===== config.mk =====
export PLATFORM = sky130hd
export DESIGN_NAME = gtech_reduce_pipe
export DESIGN_NICKNAME = d
export VERILOG_FILES = /design/src/rtl/gtech_reduce_pipe.sv
export SDC_FILE = /design/constraint.sdc
export NUM_CORES = 1
export LEC_CHECK = 0
export ABC_AREA = 1
export CAP_MARGIN = 25
export CORE_AREA = 2 2 39 41
export CTS_CLUSTER_DIAMETER = 200
export DETAILED_ROUTE_END_ITERATION = 10
export DIE_AREA = 0 0 41 43
export PLACE_DENSITY = 0.62
export SLEW_MARGIN = 20
export SYNTH_ARGS = -nofsm -noshare
export SYNTH_HDL_FRONTEND = slang
export SYNTH_SLANG_ARGS = --single-unit

===== constraint.sdc =====
create_clock -name CLK -period 0.8 [get_ports CLK]
set_input_delay 0.08 -clock CLK [delete_from_list [all_inputs] [get_ports CLK]]
set_output_delay 0.08 -clock CLK [all_outputs]
set_load 0.1 [all_outputs]

===== src/rtl/gtech_reduce_pipe.sv =====
// rtl/gtech_reduce_pipe.sv - pipelined N-input bitwise AND/OR/XOR reduction over a registered radix-4 tree
// Optional XOR/XNOR path is built when GTECH_REDUCE_XOR_EN is defined.
module gtech_reduce_pipe #(
  parameter int N = 5,
  parameter int W = 1
) (
  input  logic           CLK,
  input  logic           RST,
  input  logic           EN,
  input  logic           VI,
  input  logic [1:0]     OP,
  input  logic           INV,
  input  logic [N*W-1:0] A,
  output logic [W-1:0]   Z,
  output logic           VO,
  output logic           ERR
);
  localparam int L = (N <= 4) ? 1 : (N <= 16) ? 2 : 3;
  localparam logic [1:0] OP_AND = 2'b00;
  localparam logic [1:0] OP_OR  = 2'b01;
`ifdef GTECH_REDUCE_XOR_EN
  localparam logic [1:0] OP_XOR = 2'b10;
`endif

  function automatic int node_cnt(input int lvl);
    int c;
    c = N;
    for (int i = 0; i < lvl; i++) c = (c + 3) / 4;
    return c;
  endfunction

  function automatic logic [W-1:0] reduce4(input logic [1:0] op, input logic [3:0][W-1:0] v);
    logic [W-1:0] r;
    case (op)
      OP_OR:   r = v[0] | v[1] | v[2] | v[3];
`ifdef GTECH_REDUCE_XOR_EN
      OP_XOR:  r = v[0] ^ v[1] ^ v[2] ^ v[3];
`endif
      default: r = v[0] & v[1] & v[2] & v[3];
    endcase
    return r;
  endfunction

  logic [W-1:0] w_node [0:L][0:N-1];
  logic [1:0]   w_op   [0:L-1];
  logic         w_inv  [0:L-1];
  logic         w_vld  [0:L];
  logic         w_err  [0:L];

  // Unsupported codes are folded to AND at the input so the tree only sees legal functions.
`ifdef GTECH_REDUCE_XOR_EN
  assign w_op[0]  = (OP == 2'b11) ? OP_AND : OP;
  assign w_err[0] = (OP == 2'b11);
`else
  assign w_op[0]  = (OP == OP_OR) ? OP_OR : OP_AND;
  assign w_err[0] = OP[1];
`endif
  assign w_inv[0] = INV;
  assign w_vld[0] = VI;

  for (genvar k = 0; k < N; k++) begin : g_in
    assign w_node[0][k] = A[k*W +: W];
  end

  for (genvar gl = 1; gl <= L; gl++) begin : g_lvl
    localparam int CP = node_cnt(gl - 1);
    localparam int CN = node_cnt(gl);
    logic [W-1:0]      w_red  [0:CN-1];
    logic [W-1:0]      r_node [0:CN-1];
    logic              r_vld;
    logic              r_err;
    logic [3:0][W-1:0] w_grp;

    always_comb begin
      w_grp = '0;
      for (int g = 0; g < CN; g++) begin
        for (int j = 0; j < 4; j++) begin
          if (4*g + j < CP) w_grp[j] = w_node[gl-1][4*g + j];
          else              w_grp[j] = (w_op[gl-1] == OP_AND) ? '1 : '0;
        end
        w_red[g] = reduce4(w_op[gl-1], w_grp) ^ ((gl == L) ? {W{w_inv[gl-1]}} : '0);
      end
    end

    always_ff @(posedge CLK or posedge RST) begin
      if (RST) begin
        r_vld <= 1'b0;
        r_err <= 1'b0;
        for (int g = 0; g < CN; g++) r_node[g] <= '0;
      end else if (EN) begin
        r_vld <= w_vld[gl-1];
        r_err <= w_err[gl-1];
        for (int g = 0; g < CN; g++) r_node[g] <= w_red[g];
      end
    end

    assign w_vld[gl] = r_vld;
    assign w_err[gl] = r_err;

    for (genvar gn = 0; gn < N; gn++) begin : g_out
      if (gn < CN) begin : g_used
        assign w_node[gl][gn] = r_node[gn];
      end else begin : g_pad
        assign w_node[gl][gn] = '0;
      end
    end

    // The function and invert bits are consumed at the last level and need no register there.
    if (gl < L) begin : g_ctl
      logic [1:0] r_op;
      logic       r_inv;
      always_ff @(posedge CLK or posedge RST) begin
        if (RST) begin
          r_op  <= 2'b00;
          r_inv <= 1'b0;
        end else if (EN) begin
          r_op  <= w_op[gl-1];
          r_inv <= w_inv[gl-1];
        end
      end
      assign w_op[gl]  = r_op;
      assign w_inv[gl] = r_inv;
    end
  end

  assign Z   = w_node[L][0];
  assign VO  = w_vld[L];
  assign ERR = w_err[L];
endmodule


# [Yosys cells after proc, flatten, opt, wreduce, memory -nomap -nowiden]
# Cells that the tools add are included.
[op_classes] n_addsub=0 mul=0 div_mod_pow=0 magnitude_cmp=0 n_eq_ne=3 shift=0 muxes=6 bitwise=19 reduce_logical=2
[op_table] operator="1-bit bitwise AND" n=9
[op_table] operator="1-bit bitwise OR" n=9
[op_table] operator="1-bit two-way mux" n=6
[op_table] operator="2-bit by 1-bit equality test with 1-bit output, second input constant" n=2
[op_table] operator="2-bit logical NOT" n=2
[op_table] operator="1-bit equality test, second input constant" n=1
[op_table] operator="1-bit bitwise XOR" n=1
[word_totals] register_bits=10 latch_bits=0 mem_bits_rw=0 mem_bits_ro=0 inputBits=12 output_inout_bits=3 elab_cells=39 n_memories=0

# [Depth between registers and ports, before layout]
# Gate-level depths: netlist of run 1.
[logic_depth] ltp_word=8 ltp_mapped=6 mapped_depth_nobuf=6

# [Worst setup path before layout of run 1]
# OpenSTA, ideal clock, no wires.
[synth_path] path_type="register -> register" from="reg ERR (netlist name)" to="reg g_lvl[2].r_err (netlist: ERR)" setup_ps=76 t_arrival_ps=1088 required_time_ps=724 path_slack_ps=-364 path_stages_with_launch=3 path_buffers=0 synth_period_minus_slack_ps=1164 path_cell_list="dfrtp_1 nand2_1 o21ai_1"
[synth_lines] item="end signal: assignment" line="92" rtl="r_err <= w_err[gl-1];"
[synth_lines] item="end: declaration" line="71" rtl="logic r_err;"

# [Worst setup path after layout of run 1]
[layout_path] from="reg g_lvl[2].r_node (netlist: Z)" to="out Z"
[layout_lines] item="start: declaration" line="69" rtl="logic [W-1:0] r_node [0:CN-1];"
[layout_lines] item="end: declaration" line="14" rtl="output logic [W-1:0] Z,"
# No word-level cell between the ends.

==> results of run 1 <==
-- registers in the layout, summed over array words and instances, names as in the netlist --
name               cells
g_lvl.r_node           2
ERR                    1
VO                     1
Z                      1
g_lvl.g_ctl.r_inv      1
g_lvl.g_ctl.r_op       1
g_lvl.r_err            1
g_lvl.r_vld            1
-- report_power, final --
part	switching [W]	leakage, nW	internal, W
sequential	0.0000342	0.108	0.000514
clock	0.000163	0.0177	0.000184
combinational	0.000232	0.207	0.000168
-- metal layers --
metal,GRT usage,part of all wire
met1,0.133,0.45
met2,0.131,0.45
met3,0.0314,0.077
met4,0.100,0.019
met5,0,0
-- kinds of logic after synthesis --
| group | Yosys count |
|---|---|
| compound gates | 7 |
| buf+inv | 12 |
| flops | 9 |
| simple gates | 26 |
-- repair_timing --
action / CTS / global route
setup endpoints to repair: 4 / 5
resized for setup: 0 / 4
pin swaps: 3 / 4
setup buffers: 0 / 0
-- final cells by class --
class	count	area share
flip-flops and latches	9	0.356
repair buffers	17	0.296
multi-input cells	33	0.215
inverters	11	0.0621
clock buffers	3	0.0339
well taps	16	0.0301
clock inverters	1	0.00753
-- through the flow --
stage,hold slack (ns),cell area (um^2),util,TNS [ns]
detailed placement,0.373,631,0.456,-1.75
floorplan,-0.0920,429,-,-0.185
global route,0.131,664,0.480,-0.757
finish,0.0855,664,0.480,-0.638
CTS,0.0931,658,0.476,-0.671
global placement,0.368,631,0.456,-1.63
-- worst paths after layout --
path / startpoint / endpoint / slack (ns) / cells past startpoint
setup / recovery: Z$_DFFE_PP0P_ / Z / -0.20 / 1
max in group asynchronous: RST / Z$_DFFE_PP0P_ / 0.43 / 2
hold reg to reg: g_lvl[1].r_node[1]$_DFFE_PP0P_ / g_lvl[1].r_node[1]$_DFFE_PP0P_ / 0.48 / 2
setup reg to reg: g_lvl[1].r_node[0]$_DFFE_PP0P_ / Z$_DFFE_PP0P_ / -0.04 / 6
hold / removal: RST / g_lvl[1].r_vld$_DFFE_PP0P_ / 0.09 / 2
min in group CLK: A[4] / g_lvl[1].r_node[0]$_DFFE_PP0P_ / 0.38 / 3
-- cell usage in the layout (no fill, tap or decap) --
cell,n
clkinv_2,1
buf_12,3
nor2_1,1
dfrtp_4,3
nor2_2,1
clkbuf_4,3
clkdlybuf4s50_1,11
buf_6,1
nand2_1,20
inv_1,9
inv_2,2
buf_4,2
o21ai_1,3
nand4_1,1
dfrtp_1,6
nand3_1,2
o21ai_0,4
nand2_2,1
==> summary.txt, run 1 <==
Floorplanning
  • Die Y: 43 um
  • Die span in x: between 40 and 50 um
  • Site row count: 14
  • Initial Util: 0.302
  • Core area: 1380 um^2
  • IO Count: 15
  • Die ar.: 1760 um^2

Logic synthesis
  • Sequential-to-total area share from yosys stat: 0.539
  • Dominant combinational cell family by area after synthesis: simple AND/OR/NAND/NOR gates
  • Most frequent cell after synthesis: nand2_1
  • Post-synth EDFFs: 0
  • Top cells by area, synth: dfrtp_1, nand2_1, inv_1
  • Cell count after synthesis: between 50 and 60
  • Synth Area in Adders: 0
  • Primary FF master, synth: dfrtp_1
  • XOR/XNOR Fraction of Synth Area: 0
  • Mapped Nets: 66
  • Commonest cells in the synthesized netlist: nand2_1, inv_1, dfrtp_1
  • Netlist Area Pre-Place: around 420 um^2
  • Mux contribution to synthesized area: 0
  • Synth unique cells: 10
  • Simple-gate portion of the synthesized area: 0.251
  • Syn_area_per_cell: 7.74 um^2
  • Ys Warns: 0
  • Post-synth top area share: 0.539
  • Cell taking the most area after synthesis: dfrtp_1
  • Seq cells post-synth: 9
  • Ys async rst share: 1.00
  • Synth Area in Compound Gates: 0.0838

Timing
  • Fin. Hold Viols: 0
  • Worst-margin pin slew: 0.347 ns
  • Clk_skew: 0.00194 ns
  • Setup ws final: -0.203 ns
  • Period minus WS final: 1.00 ns
  • Period utilisation layout: 1.25
  • Endpoints failing setup: 4
  • RSZ-0062 raised after global routing: yes
  • Slew Limit Fails: 0
  • FMAX: 0.997 GHz
  • Slew HR: 0.769

Detailed routing
  • Final WL: 730 um
  • Vias per std cell: 4.09
  • DRT antenna net count: 0
  • Vias: approximately 370
  • DRC violations left: 0
  • WL per Instance: 8.11 um
  • First drt pass iteration count: 4
  • DR iter-0 viols: 1

Clock tree
  • Deepest clock path buffer count: 2
  • Clock slew at reported path FFs: 0.06 ns
  • H-tree Lvls: 1
  • CTS Hold Bufs: 0
  • Clk sinks: 9
  • CTS tree: done
  • CTS buffer count: 3
  • Clk_lat worst skew: 0.26 ns
  • Root buf cell: clkbuf_4

Placement
  • Port bufs: 14
  • HPWL after detailed placement: 598 um
  • Worst slack at placement: -0.217 ns
  • Placed Cells: 86
  • Placer Congestion: just under 0.7

GRT
  • All-Layer GR Usage: 0.105
  • GRT overflow: 0
  • First-pass GRT wire length: 1170 um
  • Initial antenna violation count: 0
  • Largest net degree at the start of global routing: 11
  • Vias in the first global route: 306

Finish
  • Fill cells: 141
  • Area of the multi-input gates: 143 um^2
  • Area Overhead vs Synth: 59.0%
  • # diodes: 0
  • Finished Layout Cells: 90
  • Layout Nets: 87
  • Seq. cell area: 236 um^2
  • Layout cells sized above 1: 0.230

Pwr
  • Leak Pwr: between 0.3 and 0.4 nW
  • Pwr dens: 1950 nW/um^2
  • Peak VDD IR: 1010 uV
  • PnR Total Power: 0.00130 W

Run status
  • Failing checks: setup timing
  • Run status: complete, but fails checks

Flow run
  • Max-Cap Viols: 0

Critical path
  • Worst path max stage delay: 0.49 ns
  • Crit end category: output port
  • Critical Path RT: slightly above 0.7 ns
  • WP buf/inv: 1
  • Arrival time worst endpoint: 0.92 ns
  • Slowest-stage cell, CP: dfrtp_4
  • CP cell instances: buf_12
  • Startpoint types: register
  • Crit Path Class: reg -> out
  • Cell family with the largest share of critical-path delay: flip-flops
  • Crit path max fanout: 2

Min path
  • Worst hold path class: in -> async
Note: power is estimated with default switching activity, not from simulation.
==> inputs of run 2 (changes only) <==
--- a/config.mk
+++ b/config.mk
@@ -9,6 +9,7 @@
 export CAP_MARGIN = 25
 export CORE_AREA = 2 2 39 41
 export CTS_CLUSTER_DIAMETER = 200
+export CTS_CLUSTER_SIZE = 30
 export DETAILED_ROUTE_END_ITERATION = 10
 export DIE_AREA = 0 0 41 43
 export PLACE_DENSITY = 0.62
==> results of run 2 <==
The final DEF is identical to that of run 1; final timing and power are the same.
